## src/rtl/lsu_sequencer_pkg.sv

```systemverilog
// Shared encodings for the load/store sequencer: load types, FSM states and
// the word-access classification used for alignment checking.
package lsu_sequencer_pkg;

    localparam logic [1:0] LT_LW  = 2'b00;
    localparam logic [1:0] LT_LB  = 2'b01;
    localparam logic [1:0] LT_LBU = 2'b10;

    typedef logic [1:0] lsu_state_t;

    localparam lsu_state_t ST_IDLE     = 2'd0;
    localparam lsu_state_t ST_RAM_WAIT = 2'd1;
    localparam lsu_state_t ST_IO_WAIT  = 2'd2;

    // Stores are always full words; ltype 2'b11 behaves as lw.
    function automatic logic is_word_access(input logic is_store, input logic [1:0] lt);
        return is_store || !((lt == LT_LB) || (lt == LT_LBU));
    endfunction

endpackage

```

## src/rtl/lsu_sequencer_extract.sv

```systemverilog
// Byte select and sign/zero extension of a 32-bit word, shared by the RAM
// and IO load return paths.
module load_extract
    import lsu_sequencer_pkg::*;
(
    input  logic [31:0] word_i,
    input  logic [1:0]  offset_i,
    input  logic [1:0]  ltype_i,
    output logic [31:0] data_o
);

    logic [7:0] byte_sel;

    always_comb begin
        byte_sel = word_i[{offset_i, 3'b000} +: 8];
        case (ltype_i)
            LT_LB:   data_o = {{24{byte_sel[7]}}, byte_sel};
            LT_LBU:  data_o = {24'h000000, byte_sel};
            default: data_o = word_i;
        endcase
    end

endmodule

```

## src/rtl/lsu_sequencer.sv

```systemverilog
// MEM-stage sequencer: zero-penalty RAM stores, one-cycle RAM loads and
// handshaked IO accesses with a bounded wait, plus sticky error flags.
module lsu_sequencer
    import lsu_sequencer_pkg::*;
#(
    parameter int RAM_AW     = 14,
    parameter int IO_TIMEOUT = 255
) (
    input  logic              clk,
    input  logic              rst_n,
    input  logic              mem_read,
    input  logic              mem_write,
    input  logic              io_read,
    input  logic              io_write,
    input  logic [1:0]        ltype,
    input  logic [31:0]       addr,
    input  logic [31:0]       wdata,
    output logic              stall,
    output logic [31:0]       rdata,
    output logic              rdata_valid,
    output logic              ram_en,
    output logic              ram_we,
    output logic [RAM_AW-1:0] ram_addr,
    output logic [31:0]       ram_wdata,
    input  logic [31:0]       ram_rdata,
    output logic              io_req,
    output logic              io_we,
    output logic [7:0]        io_addr,
    output logic [31:0]       io_wdata,
    input  logic [31:0]       io_rdata,
    input  logic              io_ready,
    output logic              align_err,
    output logic              req_err,
    output logic              io_timeout
);

    localparam logic [7:0] TIMEOUT_LIM = 8'(IO_TIMEOUT);

    lsu_state_t  state_q, state_d;
    logic [1:0]  off_q, off_d;
    logic [1:0]  lt_q, lt_d;
    logic        io_req_q, io_req_d;
    logic        io_we_q, io_we_d;
    logic [7:0]  io_addr_q, io_addr_d;
    logic [31:0] io_wdata_q, io_wdata_d;
    logic [7:0]  cnt_q, cnt_d;
    logic        align_q, align_d;
    logic        req_err_q, req_err_d;
    logic        tmo_q, tmo_d;

    logic [2:0]  req_cnt;
    logic [31:0] ext_word;
    logic [31:0] ext_data;
    logic        unused_addr_hi;

    assign req_cnt = {2'b00, mem_read} + {2'b00, mem_write} + {2'b00, io_read} + {2'b00, io_write};
    assign unused_addr_hi = ^addr[31:RAM_AW+2];

    load_extract u_extract (
        .word_i   (ext_word),
        .offset_i (off_q),
        .ltype_i  (lt_q),
        .data_o   (ext_data)
    );

    // Combinational strobes are forced low while reset is held so that a
    // request sitting on the inputs cannot leak out during reset.
    always_comb begin
        state_d     = state_q;
        off_d       = off_q;
        lt_d        = lt_q;
        io_req_d    = io_req_q;
        io_we_d     = io_we_q;
        io_addr_d   = io_addr_q;
        io_wdata_d  = io_wdata_q;
        cnt_d       = cnt_q;
        align_d     = align_q;
        req_err_d   = req_err_q;
        tmo_d       = tmo_q;
        stall       = 1'b0;
        rdata       = 32'h0;
        rdata_valid = 1'b0;
        ram_en      = 1'b0;
        ram_we      = 1'b0;
        ram_addr    = '0;
        ram_wdata   = 32'h0;
        ext_word    = io_rdata;

        if (rst_n) begin
            case (state_q)
                ST_IDLE: begin
                    if (req_cnt > 3'd1) begin
                        req_err_d = 1'b1;
                    end else if (req_cnt == 3'd1) begin
                        if (is_word_access(mem_write | io_write, ltype) && (addr[1:0] != 2'b00))
                            align_d = 1'b1;
                        off_d = addr[1:0];
                        lt_d  = ltype;
                        if (mem_read || mem_write) begin
                            ram_en    = 1'b1;
                            ram_we    = mem_write;
                            ram_addr  = addr[RAM_AW+1:2];
                            ram_wdata = mem_write ? wdata : 32'h0;
                        end
                        if (mem_read) begin
                            stall   = 1'b1;
                            state_d = ST_RAM_WAIT;
                        end
                        if (io_read || io_write) begin
                            io_req_d   = 1'b1;
                            io_we_d    = io_write;
                            io_addr_d  = addr[7:0];
                            io_wdata_d = wdata;
                            cnt_d      = 8'h00;
                            stall      = 1'b1;
                            state_d    = ST_IO_WAIT;
                        end
                    end
                end
                ST_RAM_WAIT: begin
                    ext_word    = ram_rdata;
                    rdata       = ext_data;
                    rdata_valid = 1'b1;
                    state_d     = ST_IDLE;
                end
                ST_IO_WAIT: begin
                    // A ready arriving on the timeout cycle still wins.
                    if (io_ready || (cnt_q == TIMEOUT_LIM)) begin
                        io_req_d = 1'b0;
                        io_we_d  = 1'b0;
                        state_d  = ST_IDLE;
                        if (!io_ready)
                            tmo_d = 1'b1;
                        if (!io_we_q) begin
                            rdata_valid = 1'b1;
                            rdata       = io_ready ? ext_data : 32'h0;
                        end
                    end else begin
                        stall = 1'b1;
                        cnt_d = cnt_q + 8'h01;
                    end
                end
                default: state_d = ST_IDLE;
            endcase
        end
    end

    always_ff @(posedge clk or negedge rst_n) begin
        if (!rst_n) begin
            state_q    <= ST_IDLE;
            off_q      <= 2'b00;
            lt_q       <= LT_LW;
            io_req_q   <= 1'b0;
            io_we_q    <= 1'b0;
            io_addr_q  <= 8'h00;
            io_wdata_q <= 32'h0;
            cnt_q      <= 8'h00;
            align_q    <= 1'b0;
            req_err_q  <= 1'b0;
            tmo_q      <= 1'b0;
        end else begin
            state_q    <= state_d;
            off_q      <= off_d;
            lt_q       <= lt_d;
            io_req_q   <= io_req_d;
            io_we_q    <= io_we_d;
            io_addr_q  <= io_addr_d;
            io_wdata_q <= io_wdata_d;
            cnt_q      <= cnt_d;
            align_q    <= align_d;
            req_err_q  <= req_err_d;
            tmo_q      <= tmo_d;
        end
    end

    assign io_req     = io_req_q;
    assign io_we      = io_we_q;
    assign io_addr    = io_addr_q;
    assign io_wdata   = io_wdata_q;
    assign align_err  = align_q;
    assign req_err    = req_err_q;
    assign io_timeout = tmo_q;

endmodule

```

## config.mk

```make
export PLATFORM = sky130hd
export DESIGN_NAME = lsu_sequencer
export DESIGN_NICKNAME = d
export VERILOG_FILES = /design/src/rtl/lsu_sequencer_pkg.sv /design/src/rtl/lsu_sequencer_extract.sv /design/src/rtl/lsu_sequencer.sv
export SDC_FILE = /design/constraint.sdc
export NUM_CORES = 1
export LEC_CHECK = 0
export CAP_MARGIN = 20
export CORE_MARGIN = 4
export CORE_UTILIZATION = 41
export CTS_CLUSTER_SIZE = 40
export DETAILED_ROUTE_END_ITERATION = 8
export PLACE_DENSITY_LB_ADDON = 0.12
export REMOVE_ABC_BUFFERS = 1
export SLEW_MARGIN = 40
export SYNTH_ARGS = -nofsm -noshare
export SYNTH_HDL_FRONTEND = slang
export SYNTH_SLANG_ARGS = --single-unit
```

## constraint.sdc

```tcl
create_clock -name clk -period 4.7 [get_ports clk]
set_clock_uncertainty 0.15 [all_clocks]
set_input_delay 0.47 -clock clk [delete_from_list [all_inputs] [get_ports clk]]
set_output_delay 0.47 -clock clk [all_outputs]
set_load 0.02 [all_outputs]
```

After elaboration in Yosys (flattened, before gate mapping)
Index checks and enable logic that the tools add are counted.

word-level totals
  register bits = 59
  input port bits = 137
  output and inout bits = 127
  word-level logic and storage cells = 112

operators by class
  add/subtract/negate cells = 4
  $lt $le $gt $ge = 1
  equality and inequality tests = 14
  shift-type cells = 1
  multiplexer cells = 60
  bitwise gates (word level) = 3
  reductions and logical operators = 18

operators by type and width
  operator                                                                          number
  32-bit two-way mux                                                                12
  32-bit one-hot mux with 2 select lines                                            2
  14-bit two-way mux                                                                5
  8-bit two-way mux                                                                 4
  32-bit by 6-bit indexed part select with 8-bit output                             1
  1-bit two-way mux                                                                 26
  8-bit one-hot mux with 2 select lines                                             1
  5-bit AND reduction                                                               3
  6-bit AND reduction                                                               2
  2-bit two-way mux                                                                 5
  2-bit inequality test (second input constant)                                     5
  8-bit by 1-bit adder with 8-bit output (second input constant)                    1
  8-bit equality test (second input constant)                                       1
  1-bit one-hot mux with 2 select lines                                             4
  4-bit AND reduction                                                               2
  2-bit by 1-bit equality test with 1-bit output (second input constant)            3
  2-bit equality test (second input constant)                                       3
  1-bit logical OR                                                                  5
  2-bit one-hot mux with 2 select lines                                             1
  2-bit nonzero test                                                                2
  2-bit by 1-bit adder with 3-bit output                                            1
  3-bit by 1-bit adder with 3-bit output                                            1
  3-bit by 1-bit equality test with 1-bit output (second input constant)            1
  3-bit by 1-bit greater-than comparator with 1-bit output (second input constant)  1
  other kinds (8)                                                                   9

Longest topological paths before layout
Gate-level depths: netlist (run 1).

  word-level depth = 10
  mapped depth = 12
  mapped depth without buffers = 10

Cells and area by module
From an unflattened synthesis (run 1), not the netlist that was laid out.

second synthesis, totals
  cells, all modules = 387
  area, all modules = 4225.3 µm²

by module, submodules not included
  module         instances  cells each  area an instance (µm²)  sequential area each (µm²)
  lsu_sequencer  1          329         3614.7                  1476.4
  load_extract   1          58          610.6                   0.0

Least setup slack after synthesis (run 1)
OpenSTA, ideal clock, no wires.

  kind = input to output
  start = input port mem_read
  end = output port ram_addr[10]
  arrival time = 2859 ps
  required time = 4080 ps
  path slack = 1221 ps
  stages on the path = 11
  path through = inv_1 > fa_1 > inv_1 > ha_1 > inv_1 > ha_1 > nand4bb_1 > clkbuf_1 > nor3_1 > clkbuf_1 > and2_1

on the way
  cells in the longest elaborated chain, start to end = 8

RTL lines
  item                                                                            line                 RTL
  start, declared                                                                 lsu_sequencer.sv:11  input logic mem_read,
  branches (longest 5 deep; another with 2-bit by 1-bit adder with 3-bit output)  n/a
  14-bit two-way mux *                                                            lsu_sequencer.sv:92  if (req_cnt > 3'd1) begin
  14-bit two-way mux *                                                            lsu_sequencer.sv:90  case (state_q)
  14-bit two-way mux *                                                            lsu_sequencer.sv:89  if (rst_n) begin
  end, declared                                                                   lsu_sequencer.sv:23  output logic [RAM_AW-1:0] ram_addr,

Mark *: on every way between the ends.

Worst setup path after layout (run 1)
  start = input port mem_read
  end = output port ram_wdata[29]

on the way
  cells in the longest elaborated chain, start to end = 8

RTL lines
  item                                                                            line                 RTL
  branches (longest 5 deep; another with 2-bit by 1-bit adder with 3-bit output)  n/a
  32-bit two-way mux *                                                            lsu_sequencer.sv:92
  32-bit two-way mux *                                                            lsu_sequencer.sv:90
  32-bit two-way mux *                                                            lsu_sequencer.sv:89
  end, declared                                                                   lsu_sequencer.sv:24  output logic [31:0] ram_wdata,

Marked as above.

==> results.yml, run 1 <==
run_status:
  status: "completed"
timing:
  rsz0062_at_grt: "no"
  min_period_over_period: 0.9505
  setup_ws_ns: 0.2326
  timing.fmax_mhz: 223.8
  hold_viol_final: 0
  setup_violations: 0
  fin_crit_ns: 4.467
  worstMarginPinSlew_ns: 0.7682
  slew_violations: 0
  slew_headroom: 0.4873
  setup-tns-final_ns: 0
synth:
  synth_warnings: 0
  yosys.area_share.simple: 0.1936
  avgSynthCellArea_um2: 10.01
  synthMuxAreaShare: 0.1628
  synth_top_family_by_area: "compound AO/OA/AOI/OAI gates"
  synthXorXnorAreaFrac: 0.001993
  synthesis.instances: 439
  synthAdderAreaFrac: 0.03871
  ys_seq_area_frac: 0.3359
  ys_types: 64
  async_flop_share: 1.000
  synth_flop_cell: "dfrtp_1"
  synth_edf_count: 0
  synth_compound_area_frac: 0.2007
  syn_area_um2: 4395
  synth-seq-cells: 59
die:
  io_pins: 264
  die_x_um: 111.5
  initial_core_util: 0.4239
  fp.dieH_um: 111.5
  num_rows: 37
  core_area_um2: 10370
  dieArea_um2: 12440
finish:
  utilization: 0.6861
  drive_gt1_frac: 0.1422
  fin_nets: 820
  syn2layout_area_growth_pct: 61.86
  n_antenna_cell: 0
  multi_input_area_um2: 2644
  regArea_um2: 1476
  nFillCells: 829
drt:
  drtIter0Drc: 355
  antenna_left: 0
  dr.pass1.iters: 4
  drc: 0
  wire_per_inst_um: 18.86
  via_per_inst: 5.465
  dr_total_vias: 4432
  drt_wl_total_um: 15290
setup_path:
  endpoint_kind: "output port"
  startpoint_type: "input port"
  r2r-start: "state_q[1]$_DFFE_PN0P_"
  ff2ff_setup_slack_ns: 2.28
  cp_max_fo: 33
  worstSetupPathType: "in -> out"
  r2r.worst_path.cells: 6
  worstReg2RegEnd: "io_addr[2]$_DFFE_PN0P_"
  required_ns: 4.08
  cp.arrival_ns: 3.85
min_path:
  min_to: "io_timeout$_DFFE_PN0P_"
  min_path_cells: 1
  holdCritPathClass: "reg -> reg"
  hold_path_startpoint: "io_timeout$_DFFE_PN0P_"
global_routing:
  grt-ovfl-total: 0
  antenna_found_initial: 0
  grt_start_max_net_pins: 43
  grt_pass1_vias: 4620
  track_usage: 0.2429
  grt_pass1_wl_um: 24760
power:
  p_per_area_nw_per_um2: 435.8
  p_leak_uw: 0.003007
  ir_drop_mv: 0.2689
cts:
  post_cts_buffers: 0
  clockBufferDepth: 2
  tritoncts: "yes"
  clkTransAtPathRegs_ns: 0.08
  cts_root_buffer: "clkbuf_8"
  clock-sinks: 59
  insertion_delay_ns: 0.34
  numCtsBuffers: 9
  htreeDepth: 3
placement:
  dp_slack_ns: 0.1596
  io_buffers: 247
  hpwl_um: 11640
  gp_congestion: 0.8448
job:
  maxCapViolCount: 0
[cell usage in the layout (no fill, tap or decap), types with 3 or more instances in the layout]
cell,count
and3_1,12
a211oi_1,23
ha_1,11
buf_4,9
o22ai_1,27
o21bai_1,3
and2_1,52
or4_1,8
a21oi_1,28
dfrtp_1,59
a221oi_1,9
mux2i_1,7
mux2_4,40
o21ai_0,6
nand3_1,10
a2111oi_0,3
and3_2,11
inv_1,15
or2_2,3
clkbuf_8,10
nor2_1,6
clkdlybuf4s50_1,246
nand2_1,17
mux2_2,4
[repair_timing]
item                       4_1_cts  5_1_grt
gates resized for setup          0        1
hold buffers                     1        0
hold endpoints to repair        13        0
setup endpoints to repair        0       44
[cells in the mapped netlist, types with 3 or more instances]
cell type / count / area share
and3_1: 12 / 0.017
mux2i_1: 7 / 0.016
dfrtp_1: 59 / 0.34
o21bai_1: 3 / 0.0051
a21oi_1: 28 / 0.032
nand2_1: 17 / 0.015
or4_1: 8 / 0.014
o22ai_1: 27 / 0.038
buf_2: 11 / 0.013
buf_4: 4 / 0.0068
mux2_4: 40 / 0.14
clkbuf_1: 14 / 0.012
buf_6: 7 / 0.018
a2111oi_0: 3 / 0.0060
nor2_1: 6 / 0.0051
and2_1: 52 / 0.074
a221oi_1: 9 / 0.018
mux2_2: 4 / 0.010
nand3_1: 10 / 0.011
inv_1: 15 / 0.013
o21ai_0: 6 / 0.0068
and3_2: 11 / 0.019
a211oi_1: 23 / 0.039
ha_1: 12 / 0.034
[sequential cells by signal (all words and copies together) (netlist names)]
signal and flops:
req_err 1, cnt_q 8, io_timeout 1, lt_q 2
io_wdata 32, io_req 1, io_addr 8, align_err 1
off_q 2, io_we 1, state_q 2
[where the power goes]
part           switching, µW  internal, µW  total, µW
clock network            213           261        474
registers                151           733        883
logic                    872           871       1740
[layout make-up]
cell class / instances / share of cell area
Clock buffer: 11 / 0.01987
Clock inverter: 5 / 0.008794
Inverter: 16 / 0.008442
Multi-Input combinational cell: 327 / 0.3716
Sequential cell: 59 / 0.2075
Tap cell: 136 / 0.02392
Timing Repair Buffer: 257 / 0.3598
[logic make-up (layout without fill, tap and decap cells)]
logic type / count (synthesis) / after routing
compound gates: 124 / 124
xor+xnor: 1 / 1
fa+ha+maj: 13 / 13
buf+inv: 53 / 289
flops: 59 / 59
mux: 51 / 51
simple gates: 138 / 138
[per-layer routing]
layer | GRT usage | vias up | part of all wire
li1 | - | 2096 | -
met1 | 0.2964 | 2105 | 0.40
met2 | 0.4065 | 203 | 0.49
met3 | 0.07554 | 28 | 0.085
met4 | 0.08516 | 0 | 0.025
met5 | 0 | - | 0
[metrics by stage]
step           instances  total power (µW)  hold WS [ns]  instance area [µm²]
2_1_floorplan        402              1837       0.02441                 4164
3_3_place_gp         794              2591        0.2815                 6893
3_5_place_dp         794              2621        0.2741                 6895
4_1_cts              811              3113        0.3230                 7109
5_1_grt              811              3287        0.3446                 7114
6_report             811              3101        0.3203                 7114
[critical path, stage by stage]
cell and delay [ns]:
clkdlybuf4s50_1 0.51, inv_1 0.11, fa_1 0.56, inv_1 0.05
ha_1 0.19, inv_1 0.08, ha_1 0.24, nand4bb_2 0.36
nor4_4 0.28, buf_12 0.21, and2_1 0.14, clkdlybuf4s50_1 0.64
[how the worst max path moves through the flow]
stage / startpoint / end / slack [ns]
finish: mem_read / ram_wdata[29] / 0.23
global route: mem_read / ram_wdata[29] / 0.05
CTS: mem_read / ram_wdata[29] / 0.14
global placement: mem_read / ram_addr[10] / 0.22
floorplan: mem_read / ram_wdata[0] / 0.58
detailed placement: mem_read / ram_wdata[18] / 0.16
No activity file was read; power rests on OpenSTA's default activity.
==> run 2, diff against run 1 <==
- CORE_UTILIZATION: 41 -> 37
==> results.yml, run 2 (synthesized netlist as in run 1, its figures left out) <==
run_status:
  status: "completed"
cts:
  numCtsBuffers: 9
  cts_root_buffer: "clkbuf_16"
  htreeDepth: 3
  cts-resized-gates: 0
  post_cts_buffers: 0
  insertion_delay_ns: 0.32
  clock-sinks: 59
  tritoncts: "yes"
  clockBufferDepth: 2
  clkTransAtPathRegs_ns: 0.05
die:
  initial_core_util: 0.3817
  fp.dieH_um: 117.0
  dieArea_um2: 13690
  io_pins: 264
  num_rows: 39
  core_area_um2: 11520
  die_x_um: 117.0
finish:
  largest_register_ff_count: 32
  utilization: 0.6272
  mostFrequentLayoutCell: "clkdlybuf4s50_1"
  fin_nets: 821
  final_cell_mix: "clkdlybuf4s50_1, dfrtp_1, and2_1, mux2_4, a21oi_1"
  syn2layout_area_growth_pct: 64.33
  nFillCells: 966
  final_cells: 819
  n_antenna_cell: 0
  drive_gt1_frac: 0.1405
drt:
  dr_total_vias: 4490
  wire_per_inst_um: 19.34
  dr.pass1.iters: 5
  drtIter0Drc: 330
  drc: 0
  via_per_inst: 5.482
  drt_wl_total_um: 15840
  antenna_left: 0
setup_path:
  cp.arrival_ns: 3.81
  startpoint_type: "input port"
  worstSetupPathType: "in -> out"
  cp_max_fo: 33
  endpoint_kind: "output port"
  ff2ff_setup_slack_ns: 2.24
  required_ns: 4.08
timing:
  min_period_over_period: 0.9424
  worstMarginPinSlew_ns: 0.7867
  setup_violations: 0
  setup-tns-final_ns: 0
  hold_viol_final: 0
  rsz0062_at_grt: "no"
  fin_crit_ns: 4.429
  slew_violations: 0
  timing.fmax_mhz: 225.8
  slew_headroom: 0.4750
power:
  p_switching_uw: 1269
  p_sw_frac: 0.3843
  internal_power_uw: 2032
  p_leak_uw: 0.003055
  share_seq_of_total_power: 0.267
  power_frac_comb: 0.530
  total_power_uw: 3301
  power_frac_clock: 0.203
  ir_drop_mv: 0.2603
  p_per_area_nw_per_um2: 457.0
global_routing:
  grt-ovfl-total: 0
  grt_pass1_vias: 4493
  antenna_found_initial: 0
  grt_pass1_wl_um: 23560
  track_usage: 0.2162
  grt_start_max_net_pins: 55
job:
  maxCapViolCount: 0
placement:
  io_buffers: 247
  gp_congestion: 0.8594
  hpwl_um: 11960
  dpl.cell_count: 802
min_path:
  holdCritPathClass: "reg -> reg"
## run 2: changes by cell type in the layout (fill, tap and decap cells not counted), sizes merged
cell / delta
clkinvlp: +1
inv: +1
clkinv: -2
buf: +1
## run 2: power groups by stage
stage / Sequential (µW) / Clock, µW / Combinational [µW]
final: 881 / 670 / 1750
after global routing: 908 / 710 / 1860
after CTS: 882 / 691 / 1770
after detailed placement: 884 / 0 / 1760
after global placement: 870 / 0 / 1730
after floorplan: 1100 / 0 / 740
## run 2: through the flow
stage               area [µm²]  setup slack, ns  hold WS (ns)
floorplan                 4164           0.5780       0.02441
global placement          6909           0.3734        0.2903
detailed placement        6909           0.2935        0.2977
CTS                       7223           0.2812        0.3119
global route              7223          0.05710        0.3291
finish                    7223           0.2706        0.3071
## run 2: routing by layer
layer | part of all wire | track usage
met1 | 0.38 | 0.2580
met2 | 0.52 | 0.3914
met3 | 0.084 | 0.05141
met4 | 0.016 | 0.05352
met5 | 0 | 0
## run 2: path summary, 6_finish.rpt
| check | to | cells past startpoint | start |
|---|---|---|---|
| max | ram_wdata[27] | 12 | mem_read |
| min | io_timeout$_DFFE_PN0P_ | 1 | io_timeout$_DFFE_PN0P_ |
| max reg2reg | io_wdata[22]$_DFFE_PN0P_ | 6 | state_q[1]$_DFFE_PN0P_ |
| min reg2reg | io_timeout$_DFFE_PN0P_ | 1 | io_timeout$_DFFE_PN0P_ |
| max in group asynchronous | io_wdata[22]$_DFFE_PN0P_ | 3 | rst_n |
| min in group asynchronous | state_q[0]$_DFFE_PN0P_ | 2 | rst_n |
## run 2: cell type report
type,instances,area [µm²],share of cell area
Clock buffer,11,242.7,0.03360
Clock inverter,5,61.31,0.008488
Inverter,16,60.06,0.008315
Multi-Input combinational cell,327,2636,0.3650
Sequential cell,59,1476,0.2044
Tap cell,143,178.9,0.02477
Timing Repair Buffer,258,2567,0.3554
## run 2: timing repair
action / CTS / global route
endpoints found under the setup margin: 0 / 0
endpoints found under the hold margin: 11 / 0
hold buffers: 1 / 0
## run 2: critical path, stage by stage
cell	delay, ns
clkdlybuf4s50_1	0.55
inv_1	0.12
fa_1	0.55
inv_1	0.05
ha_1	0.19
inv_1	0.09
ha_1	0.24
nand4bb_1	0.31
nor4_4	0.26
buf_12	0.20
and2_1	0.16
clkdlybuf4s50_1	0.61
